==> src/rtl/arc4_pkg.sv <==
// Shared types for the ARC4 decrypt sequencer: FSM states, phase encoding, key width.
package arc4_pkg;

  localparam int KEY_W_DEF = 24;

  typedef enum logic [2:0] {
    IDLE,
    GO_INIT,
    RUN_INIT,
    GO_KSA,
    RUN_KSA,
    GO_PRGA,
    RUN_PRGA
  } sched_state_t;

  // Phase doubles as the S-port owner select and the LEDR status code.
  typedef enum logic [1:0] {
    PH_IDLE = 2'd0,
    PH_INIT = 2'd1,
    PH_KSA  = 2'd2,
    PH_PRGA = 2'd3
  } phase_t;

endpackage

==> src/rtl/arc4_sched_if.sv <==
// Bundle of the request handshake, engine handshakes and S-memory port seen by arc4_sched.
interface arc4_sched_if #(
  parameter int KEY_W = arc4_pkg::KEY_W_DEF
);
  import arc4_pkg::*;

  // Request handshake: en is taken only in a cycle where rdy=1; rdy drops the
  // cycle after acceptance and rises again when the whole job is complete.
  // Engine handshakes use the same rule with the scheduler as requester.
  logic             en;
  logic             rdy;
  logic [KEY_W-1:0] key;
  logic [KEY_W-1:0] key_q;
  phase_t           phase;
  logic             err;

  logic       init_en,     ksa_en,     prga_en;
  logic       init_rdy,    ksa_rdy,    prga_rdy;
  logic [7:0] init_addr,   ksa_addr,   prga_addr;
  logic [7:0] init_wrdata, ksa_wrdata, prga_wrdata;
  logic       init_wren,   ksa_wren,   prga_wren;

  logic [7:0] s_addr;
  logic [7:0] s_wrdata;
  logic       s_wren;

  sched_state_t dbg_state;

  modport master (
    output en, key,
    output init_rdy, ksa_rdy, prga_rdy,
    output init_addr, ksa_addr, prga_addr,
    output init_wrdata, ksa_wrdata, prga_wrdata,
    output init_wren, ksa_wren, prga_wren,
    input  rdy, key_q, phase, err,
    input  init_en, ksa_en, prga_en,
    input  s_addr, s_wrdata, s_wren,
    input  dbg_state
  );

  modport slave (
    input  en, key,
    input  init_rdy, ksa_rdy, prga_rdy,
    input  init_addr, ksa_addr, prga_addr,
    input  init_wrdata, ksa_wrdata, prga_wrdata,
    input  init_wren, ksa_wren, prga_wren,
    output rdy, key_q, phase, err,
    output init_en, ksa_en, prga_en,
    output s_addr, s_wrdata, s_wren,
    output dbg_state
  );

endinterface

==> src/rtl/arc4_smem_mux.sv <==
// Combinational S-memory port mux: the engine owning the current phase drives the port.
module arc4_smem_mux
  import arc4_pkg::*;
(
  input  phase_t     phase,
  input  logic [7:0] init_addr,
  input  logic [7:0] init_wrdata,
  input  logic       init_wren,
  input  logic [7:0] ksa_addr,
  input  logic [7:0] ksa_wrdata,
  input  logic       ksa_wren,
  input  logic [7:0] prga_addr,
  input  logic [7:0] prga_wrdata,
  input  logic       prga_wren,
  output logic [7:0] s_addr,
  output logic [7:0] s_wrdata,
  output logic       s_wren
);

  // Idle drives an all-zero, write-disabled port so no stray engine write lands.
  always_comb begin
    s_addr   = 8'd0;
    s_wrdata = 8'd0;
    s_wren   = 1'b0;
    case (phase)
      PH_INIT: begin
        s_addr   = init_addr;
        s_wrdata = init_wrdata;
        s_wren   = init_wren;
      end
      PH_KSA: begin
        s_addr   = ksa_addr;
        s_wrdata = ksa_wrdata;
        s_wren   = ksa_wren;
      end
      PH_PRGA: begin
        s_addr   = prga_addr;
        s_wrdata = prga_wrdata;
        s_wren   = prga_wren;
      end
      default: ;
    endcase
  end

endmodule

==> src/rtl/arc4_sched.sv <==
// ARC4 decrypt sequencer: runs init, ksa, prga once per request and owns the S-memory port.
// Optional per-phase watchdog enabled by defining ARC4_PHASE_TIMEOUT_EN.
module arc4_sched
  import arc4_pkg::*;
#(
  parameter int KEY_W          = KEY_W_DEF,
  parameter int TIMEOUT_CYCLES = 65535
) (
  input logic         clk,
  input logic         rst_n,
  arc4_sched_if.slave bus
);

  sched_state_t     state;
  phase_t           phase_r;
  logic             rdy_r;
  logic             arm;
  logic             init_en_r, ksa_en_r, prga_en_r;
  logic [KEY_W-1:0] key_q_r;
  logic             tmo;

`ifdef ARC4_PHASE_TIMEOUT_EN
  logic [15:0] cnt;
  logic        err_r;

  // cnt holds (cycles spent in this phase - 1), so the abort lands on the edge
  // that closes the TIMEOUT_CYCLES-th cycle.
  assign tmo     = (state != IDLE) && (cnt == 16'(TIMEOUT_CYCLES - 1));
  assign bus.err = err_r;
`else
  localparam int unused_timeout_cycles = TIMEOUT_CYCLES;
  assign tmo     = 1'b0;
  assign bus.err = 1'b0;
`endif

  always_ff @(posedge clk or negedge rst_n) begin
    if (!rst_n) begin
      state     <= IDLE;
      phase_r   <= PH_IDLE;
      rdy_r     <= 1'b1;
      arm       <= 1'b0;
      key_q_r   <= '0;
      init_en_r <= 1'b0;
      ksa_en_r  <= 1'b0;
      prga_en_r <= 1'b0;
`ifdef ARC4_PHASE_TIMEOUT_EN
      cnt       <= '0;
      err_r     <= 1'b0;
`endif
    end else begin
      init_en_r <= 1'b0;
      ksa_en_r  <= 1'b0;
      prga_en_r <= 1'b0;
`ifdef ARC4_PHASE_TIMEOUT_EN
      if (state != IDLE) cnt <= cnt + 16'd1;
`endif
      if (tmo) begin
        state   <= IDLE;
        phase_r <= PH_IDLE;
        rdy_r   <= 1'b1;
`ifdef ARC4_PHASE_TIMEOUT_EN
        err_r   <= 1'b1;
`endif
      end else begin
        case (state)
          IDLE: if (bus.en && rdy_r) begin
            key_q_r <= bus.key;
            rdy_r   <= 1'b0;
            phase_r <= PH_INIT;
            state   <= GO_INIT;
`ifdef ARC4_PHASE_TIMEOUT_EN
            cnt     <= '0;
            err_r   <= 1'b0;
`endif
          end
          GO_INIT: if (bus.init_rdy) begin
            init_en_r <= 1'b1;
            arm       <= 1'b0;
            state     <= RUN_INIT;
          end
          // First RUN cycle only arms: the engine's rdy is still the pre-start value.
          RUN_INIT: if (!arm) begin
            arm <= 1'b1;
          end else if (bus.init_rdy) begin
            phase_r <= PH_KSA;
            state   <= GO_KSA;
`ifdef ARC4_PHASE_TIMEOUT_EN
            cnt     <= '0;
`endif
          end
          GO_KSA: if (bus.ksa_rdy) begin
            ksa_en_r <= 1'b1;
            arm      <= 1'b0;
            state    <= RUN_KSA;
          end
          RUN_KSA: if (!arm) begin
            arm <= 1'b1;
          end else if (bus.ksa_rdy) begin
            phase_r <= PH_PRGA;
            state   <= GO_PRGA;
`ifdef ARC4_PHASE_TIMEOUT_EN
            cnt     <= '0;
`endif
          end
          GO_PRGA: if (bus.prga_rdy) begin
            prga_en_r <= 1'b1;
            arm       <= 1'b0;
            state     <= RUN_PRGA;
          end
          RUN_PRGA: if (!arm) begin
            arm <= 1'b1;
          end else if (bus.prga_rdy) begin
            phase_r <= PH_IDLE;
            rdy_r   <= 1'b1;
            state   <= IDLE;
          end
          default: begin
            phase_r <= PH_IDLE;
            rdy_r   <= 1'b1;
            state   <= IDLE;
          end
        endcase
      end
    end
  end

  assign bus.rdy       = rdy_r;
  assign bus.phase     = phase_r;
  assign bus.key_q     = key_q_r;
  assign bus.init_en   = init_en_r;
  assign bus.ksa_en    = ksa_en_r;
  assign bus.prga_en   = prga_en_r;
  assign bus.dbg_state = state;

  arc4_smem_mux u_smem_mux (
    .phase       (phase_r),
    .init_addr   (bus.init_addr),
    .init_wrdata (bus.init_wrdata),
    .init_wren   (bus.init_wren),
    .ksa_addr    (bus.ksa_addr),
    .ksa_wrdata  (bus.ksa_wrdata),
    .ksa_wren    (bus.ksa_wren),
    .prga_addr   (bus.prga_addr),
    .prga_wrdata (bus.prga_wrdata),
    .prga_wren   (bus.prga_wren),
    .s_addr      (bus.s_addr),
    .s_wrdata    (bus.s_wrdata),
    .s_wren      (bus.s_wren)
  );

endmodule

==> src/flat_wrapper.sv <==
// flat-port wrapper written by rule: the top's interface ports become plain ports
module arc4_sched_flat import arc4_pkg::*;
#(
  parameter int KEY_W          = KEY_W_DEF,
  parameter int TIMEOUT_CYCLES = 65535
)
  (clk, rst_n, bus_en, bus_key, bus_init_rdy, bus_ksa_rdy, bus_prga_rdy, bus_init_addr, bus_ksa_addr, bus_prga_addr, bus_init_wrdata, bus_ksa_wrdata, bus_prga_wrdata, bus_init_wren, bus_ksa_wren, bus_prga_wren, bus_rdy, bus_key_q, bus_phase, bus_err, bus_init_en, bus_ksa_en, bus_prga_en, bus_s_addr, bus_s_wrdata, bus_s_wren, bus_dbg_state);
  arc4_sched_if #(.KEY_W(KEY_W)) bus_i ();
  input logic clk;
  input logic rst_n;
  input wire logic [$bits(bus_i.en)-1:0] bus_en;
  input wire logic [$bits(bus_i.key)-1:0] bus_key;
  input wire logic [$bits(bus_i.init_rdy)-1:0] bus_init_rdy;
  input wire logic [$bits(bus_i.ksa_rdy)-1:0] bus_ksa_rdy;
  input wire logic [$bits(bus_i.prga_rdy)-1:0] bus_prga_rdy;
  input wire logic [$bits(bus_i.init_addr)-1:0] bus_init_addr;
  input wire logic [$bits(bus_i.ksa_addr)-1:0] bus_ksa_addr;
  input wire logic [$bits(bus_i.prga_addr)-1:0] bus_prga_addr;
  input wire logic [$bits(bus_i.init_wrdata)-1:0] bus_init_wrdata;
  input wire logic [$bits(bus_i.ksa_wrdata)-1:0] bus_ksa_wrdata;
  input wire logic [$bits(bus_i.prga_wrdata)-1:0] bus_prga_wrdata;
  input wire logic [$bits(bus_i.init_wren)-1:0] bus_init_wren;
  input wire logic [$bits(bus_i.ksa_wren)-1:0] bus_ksa_wren;
  input wire logic [$bits(bus_i.prga_wren)-1:0] bus_prga_wren;
  output wire logic [$bits(bus_i.rdy)-1:0] bus_rdy;
  output wire logic [$bits(bus_i.key_q)-1:0] bus_key_q;
  output wire logic [$bits(bus_i.phase)-1:0] bus_phase;
  output wire logic [$bits(bus_i.err)-1:0] bus_err;
  output wire logic [$bits(bus_i.init_en)-1:0] bus_init_en;
  output wire logic [$bits(bus_i.ksa_en)-1:0] bus_ksa_en;
  output wire logic [$bits(bus_i.prga_en)-1:0] bus_prga_en;
  output wire logic [$bits(bus_i.s_addr)-1:0] bus_s_addr;
  output wire logic [$bits(bus_i.s_wrdata)-1:0] bus_s_wrdata;
  output wire logic [$bits(bus_i.s_wren)-1:0] bus_s_wren;
  output wire logic [$bits(bus_i.dbg_state)-1:0] bus_dbg_state;
  assign bus_i.en = bus_en;
  assign bus_i.key = bus_key;
  assign bus_i.init_rdy = bus_init_rdy;
  assign bus_i.ksa_rdy = bus_ksa_rdy;
  assign bus_i.prga_rdy = bus_prga_rdy;
  assign bus_i.init_addr = bus_init_addr;
  assign bus_i.ksa_addr = bus_ksa_addr;
  assign bus_i.prga_addr = bus_prga_addr;
  assign bus_i.init_wrdata = bus_init_wrdata;
  assign bus_i.ksa_wrdata = bus_ksa_wrdata;
  assign bus_i.prga_wrdata = bus_prga_wrdata;
  assign bus_i.init_wren = bus_init_wren;
  assign bus_i.ksa_wren = bus_ksa_wren;
  assign bus_i.prga_wren = bus_prga_wren;
  assign bus_rdy = bus_i.rdy;
  assign bus_key_q = bus_i.key_q;
  assign bus_phase = bus_i.phase;
  assign bus_err = bus_i.err;
  assign bus_init_en = bus_i.init_en;
  assign bus_ksa_en = bus_i.ksa_en;
  assign bus_prga_en = bus_i.prga_en;
  assign bus_s_addr = bus_i.s_addr;
  assign bus_s_wrdata = bus_i.s_wrdata;
  assign bus_s_wren = bus_i.s_wren;
  assign bus_dbg_state = bus_i.dbg_state;
  arc4_sched #(.KEY_W(KEY_W), .TIMEOUT_CYCLES(TIMEOUT_CYCLES)) u_core (.clk(clk), .rst_n(rst_n), .bus(bus_i));
endmodule
==> config.mk <==
export PLATFORM = sky130hd
export DESIGN_NAME = arc4_sched_flat
export DESIGN_NICKNAME = d
export VERILOG_FILES = /design/src/rtl/arc4_pkg.sv /design/src/rtl/arc4_sched_if.sv /design/src/rtl/arc4_smem_mux.sv /design/src/rtl/arc4_sched.sv /design/src/flat_wrapper.sv
export SDC_FILE = /design/constraint.sdc
export NUM_CORES = 1
export LEC_CHECK = 0
export BUFFER_PORTS_ARGS = -buffer_cell sky130_fd_sc_hd__buf_2
export CAP_MARGIN = 5
export CORE_UTILIZATION = 44
export CTS_BUF_LIST = sky130_fd_sc_hd__clkbuf_16
export CTS_CLUSTER_DIAMETER = 60
export DETAILED_ROUTE_END_ITERATION = 16
export HOLD_SLACK_MARGIN = 0.02
export PLACE_DENSITY = 0.86
export SYNTH_ARGS = -nofsm -noshare
export SYNTH_HDL_FRONTEND = slang
export SYNTH_SLANG_ARGS = --single-unit
==> constraint.sdc <==
create_clock -name clk -period 3 [get_ports clk]
set_clock_uncertainty 0.1 [all_clocks]
set_input_delay 0 -clock clk [delete_from_list [all_inputs] [get_ports clk]]
set_output_delay 0 -clock clk [all_outputs]
set_load 0.03 [all_outputs]
# Word level (Yosys, flattened, before mapping)
# Cells that the tools add are included.
# totals
reg_bits,34
latchBits,0
ram_bits,0
mem_bits_ro,0
inputBits,81
output_inout_bits,51
elab_cells,76
n_memories,0
# classes
add_sub_neg,0
multipliers,0
div,0
n_lt_le_gt_ge,0
eq_ne,19
shift,0
mux,36
bitwise_logic,2
reduce_logical,11
# ops
cell,count
one-hot mux 8 bit (3 select lines),2
2-to-1 mux 3 bit,10
one-hot mux 3 bit (7 select lines),1
2-to-1 mux 2 bit,7
2-to-1 mux 1 bit,12
"!= test 2 bit, second input constant",6
one-hot mux 2 bit (5 select lines),1
AND reduction 10 bit,1
"== test 3 bit, second input constant",3
"!= test 2 x 1 -> 1 bit, second input constant",4
AND reduction 4 bit,2
AND reduction 8 bit,1
"== test 3 x 2 -> 1 bit, second input constant",2
one-hot mux 1 bit (3 select lines),2
OR reduction 3 bit,2
OR reduction 5 bit,1
"== test 2 bit, second input constant",2
one-hot mux 1 bit (4 select lines),1
nonzero test 4 bit,1
"== test 3 x 1 -> 1 bit, second input constant",1
logical NOT 3 bit,1
"== test 2 x 1 -> 1 bit, second input constant",1
NOT 1 bit,2
AND reduction 2 bit,1
logical AND 1 bit,1

# Longest topological paths before layout
# depth
ltp_word,4
depth_mapped,6
mapped_depth_nobuf,5

# Cells and area by module
# A second synthesis with hierarchy kept.
# unflattened
hier_cells,146
hier_area_um2,1975.6
# by_module_without_submodules
module,n_inst,cells_per_inst,area_each_um2,seq_area_each_um2
arc4_sched,1,105,1521.5,852.1
arc4_smem_mux,1,41,454.2,0.0

# Worst setup path before layout
# Ideal clock, no wire load.
# synth_timing
kind,reg2out
start,"register u_core.phase_r[0], in the netlist u_core.bus.phase[0]"
end,output bus_s_addr[1]
arrival_ns,1.859
required_ns,2.900
setup_slack_ns,1.041
stages_incl_launch_ff,5
path_buffers,2
cell_sequence,dfrtp_1 buf_2 buf_2 mux2i_1 o21ai_0
# synth_between
elab_chain_len,2
elab_cells_between_ends,4
classes_between,eq/ne: 3; mux: 1
# synth_rtl
item,line,source
"start, declared",arc4_sched.sv:15,phase_t phase_r;
"start signal, assigned",arc4_sched.sv:39,phase_r <= PH_IDLE;
"start signal, assigned",arc4_sched.sv:59,phase_r <= PH_IDLE;
"start signal, assigned",arc4_sched.sv:69,phase_r <= PH_INIT;
== test 2 bit or == test 2 x 1 -> 1 bit (tied branches),arc4_smem_mux.sv:25,case (phase)
one-hot mux 8 bit (3 select lines) *,arc4_smem_mux.sv:25,
"end, declared",flat_wrapper.sv:32,output wire logic [$bits(bus_i.s_addr)-1:0] bus_s_addr;
# Every way passes the cells marked *; elsewhere a longest branch is shown, timed or not.

# Worst setup path in the final report
# layout_timing
start,"register u_core.state[1], in the netlist u_core.bus.dbg_state[1]"
end,"register u_core.key_q_r[4], in the netlist u_core.bus.key_q[4]"
# layout_between
elab_chain_len,2
# layout_rtl
item,line,source
"start, declared",arc4_sched.sv:14,sched_state_t state;
"start signal, assigned",arc4_sched.sv:38,state <= IDLE;
"start signal, assigned",arc4_sched.sv:58,state <= IDLE;
"start signal, assigned",arc4_sched.sv:70,state <= GO_INIT;
logical NOT 3 bit,arc4_sched.sv:65,case (state)
AND reduction 2 bit (no line),--,
"end signal, assigned",arc4_sched.sv:67,key_q_r <= bus.key;
"end, declared",arc4_sched.sv:19,logic [KEY_W-1:0] key_q_r;
# No other way between the ends.
# A chain may end at the register's enable or synchronous reset.

==> impl.org <==
** Timing
- Share of the cycle needed by the critical path after routing :: 71.9%
- Sum Neg Setup Slack :: 0 ns
- For the pin with the worst max-slew slack, the measured transition is 0.769 ns.
- In this run the tightest slew margin relative to its limit is 48.8%.
- Setup repair after global routing left no endpoint under its margin.
- Setup violations remaining at the end of the flow were counted as 0.
- The number of hold violations in the final report is 0.
- Timing would allow up to 464 MHz.
- Pins Over Slew Limit :: 0
- Final period demand of the worst path :: 2.16 ns

** Layout
- Most used cells in the layout excluding fill and tap cells :: sky130_fd_sc_hd__buf_2, sky130_fd_sc_hd__dfrtp_1, sky130_fd_sc_hd__nand2_1
- The repair_antennas step left the layout with diodes totalling 0.
- Fraction of layout instances using a drive strength above 1 :: 45.4%
- Once layout is done, the placed cells without fillers occupy 2900 um^2.
- Most common library cell in the layout ignoring fill and taps :: sky130_fd_sc_hd__buf_2
- Layout-stage area growth over the synthesis result :: 60.4%
- After the last flow step, the layout net total stands at 406.

** Worst setup path
- Critical Path Fanout Max :: 24
- Startpoint types :: flip-flop
- For the worst setup path, the data required time is 3.04 ns.
- The critical path contains buffers and inverters numbering 0 combined.
- CP top delay family :: simple AND/OR/NAND/NOR gates
- Walking the worst path, the cells encountered are nor2_1 > nand2_1 > nor2_4 > mux2_1.
- Standard cell with the maximum stage delay on the critical path :: sky130_fd_sc_hd__nor2_4
- The setup path with the least slack is of type reg -> reg.
- Capturing element type of the critical path :: flip-flop
- Data arrives at the worst endpoint at 2.20 ns.
- On the worst path, the slowest cell contributes a delay of 0.58 ns.

** Power
- The analysis attributes to cell leakage a power of 1.51 nW.
- The worst-case IR drop observed on VDD is 0.764 mV.
- Overall power :: 0.00334 W
- In this run the power density over the cells is 1150 nW/um^2.

** GRT
- The via count of the first global-routing pass is 1777.
- The number of antenna violations at the first check in global routing came to 0.
- Overflow after GRT :: 0
- In the global route stage, overall resource usage came out at 26.3%.
- Entering global routing, the biggest net connects 35 pins.
- The first global-routing pass estimated 8450 um of wire.

** Clock network
- TritonCTS buffer count :: 5
- The cell sitting at the root of the clock tree is a sky130_fd_sc_hd__clkbuf_16.
- The H-tree was split into 2 levels.
- CTS Hold Buffers Added :: 28
- Number of buffers on the longest clock path :: 2
- Number of buffers inserted to repair setup after CTS :: 0
- TritonCTS built the clock tree.
- Insertion delay to the later sink of the worst-skew pair :: 0.27 ns
- Number of instances resized during post-cts repair :: 0
- CTS saw 34 sinks.
- After clock tree synthesis, the clock-pin slew on the worst setup and hold paths is 0.05 ns.

** Synth
- Flip-flop cell with the highest count after synthesis :: sky130_fd_sc_hd__dfrtp_1
- Sequential cell area fraction in the yosys report :: 47.2%
- FF+latch count, synth :: 34
- The cell count after synthesis came out at 168.
- The number of different library cells used by synthesis comes to 32.
- Mean instance size in the synthesized netlist :: 10.7 um^2
- Mapped Area :: 1810 um^2
- Yosys warning total :: 0
- Counting every net in the synthesized netlist gives 249.
- Yosys mapped a number of flops with a built-in enable equal to 0.
- In the synthesized netlist the async set-or-reset flop fraction comes to 100%.

** Route
- Vias per inst :: 4.97
- Initial drt markers :: 85
- Before antenna repair, the detailed router went through 4 iterations.
- For this run, design rule violations remaining after detail routing come to 0.
- The count of nets left with antenna violations once routing finished came out at 0.
- After detailed routing, the total wire length is 5590 um.
- After detailed routing, the average wire length per cell comes to 15.0 um.
- The routed layout has 1860 vias.

** Worst hold path
- Hold Path Class :: in -> reg

** Die
- Height of the chip :: 66.1 um
- # rows :: 22
- The die covers 4360 um^2.
- Core Footprint :: 3800 um^2
- X dimension of the die :: 66.1 um
- The initial utilization of the core area, before any placement, comes to 47.5%.
- Num ports :: 132

** Job
- Max Cap Violations :: 0

** Placed design
- Dpl cell area :: 2470 um^2
- DP Wirelength :: 3550 um
- I/O Buffers :: 130
- Gp weighted congestion :: 0.891

** Run status
- Status :: finished, final reports clean
==> layout make-up <==
type	instances	area, um^2
clock buffer	5	125
clock inverter	3	16.3
fill	266	903
inverter	4	15.0
multi-input combinational	120	881
sequential	34	852
tap	48	60.1
timing repair buffer	160	946
==> cell families after synthesis <==
| kind of cell | count (synthesis) | synth area share, % |
|---|---|---|
| other | 1 | 0.208 |
| AO/OA/AOI/OAI | 32 | 11.2 |
| buffers and inverters | 14 | 4.02 |
| multiplexers | 44 | 26.4 |
| flip-flops | 34 | 47.2 |
| AND/OR/NAND/NOR | 43 | 11.0 |
==> power by group <==
part	leakage (nW)	switching [W]	internal [W]	total [W]
logic	1.04	0.00130	0.000683	0.00198
clock network	0.0672	0.000182	0.000302	0.000484
registers	0.411	0.000184	0.000688	0.000872
total	1.51	0.00166	0.00167	0.00334
==> path summary, 6_finish.rpt <==
check                                               startpoint                                to  slack [ns]  depth (start not counted)
max                        u_core.bus.dbg_state[1]$_DFFE_PN0P_   u_core.bus.key_q[4]$_DFFE_PN0P_        0.84                          4
min                                               bus_init_rdy      u_core.bus.init_en$_DFF_PN0_        0.05                          3
max reg2reg                u_core.bus.dbg_state[1]$_DFFE_PN0P_   u_core.bus.key_q[4]$_DFFE_PN0P_        0.84                          4
min reg2reg                   u_core.bus.key_q[20]$_DFFE_PN0P_  u_core.bus.key_q[20]$_DFFE_PN0P_        0.39                          1
max in group asynchronous                                rst_n  u_core.bus.key_q[12]$_DFFE_PN0P_        2.07                          2
min in group asynchronous                                rst_n  u_core.bus.key_q[23]$_DFFE_PN0P_        0.24                          2
==> stage by stage <==
step | util [%] | std cells | hold slack (ns) | worst slack [ns]
finish | 76.2 | 374 | 0.0538 | 0.843
floorplan | - | 168 | -0.396 | 1.04
detailed placement | 65.1 | 338 | -0.00161 | 0.938
global route | 76.2 | 374 | 0.0581 | 0.714
global placement | 65.1 | 338 | -0.00113 | 0.988
CTS | 76.2 | 374 | 0.0508 | 0.893
==> worst min-delay path, stage by stage <==
cell and delay (ns):
sky130_fd_sc_hd__buf_2 0.10, sky130_fd_sc_hd__nor2b_1 0.13, sky130_fd_sc_hd__nor2b_1 0.14
==> synthesized netlist by cell type (all sizes together), types with 2 or more instances <==
library cell	count	share of area [%]
a21oi	3	0.83
a22oi	2	0.83
and3	2	0.69
buf	7	2.4
clkbuf	3	0.83
dfrtp	33	46
inv	4	0.83
mux2	26	16
mux2i	18	10
nand2	29	6.0
nor2	4	1.2
nor2b	5	1.9
o21ai	21	6.0
==> sequential cells by signal (all words and copies together), names as in the netlist <==
| signal | flops |
|---|---|
| u_core.bus.rdy | 1 |
| u_core.bus.prga_en | 1 |
| u_core.bus.dbg_state | 3 |
| u_core.bus.init_en | 1 |
| u_core.arm | 1 |
| u_core.bus.key_q | 24 |
| u_core.bus.ksa_en | 1 |
| u_core.bus.phase | 2 |
==> layer usage <==
metal / GRT usage, % / routed length, um
met2: 49.9 / 3120
met3: 6.72 / 332
met5: 0 / 0
met1: 28.3 / 2060
met4: 7.71 / 80
Power figures use the tool's default switching activity.
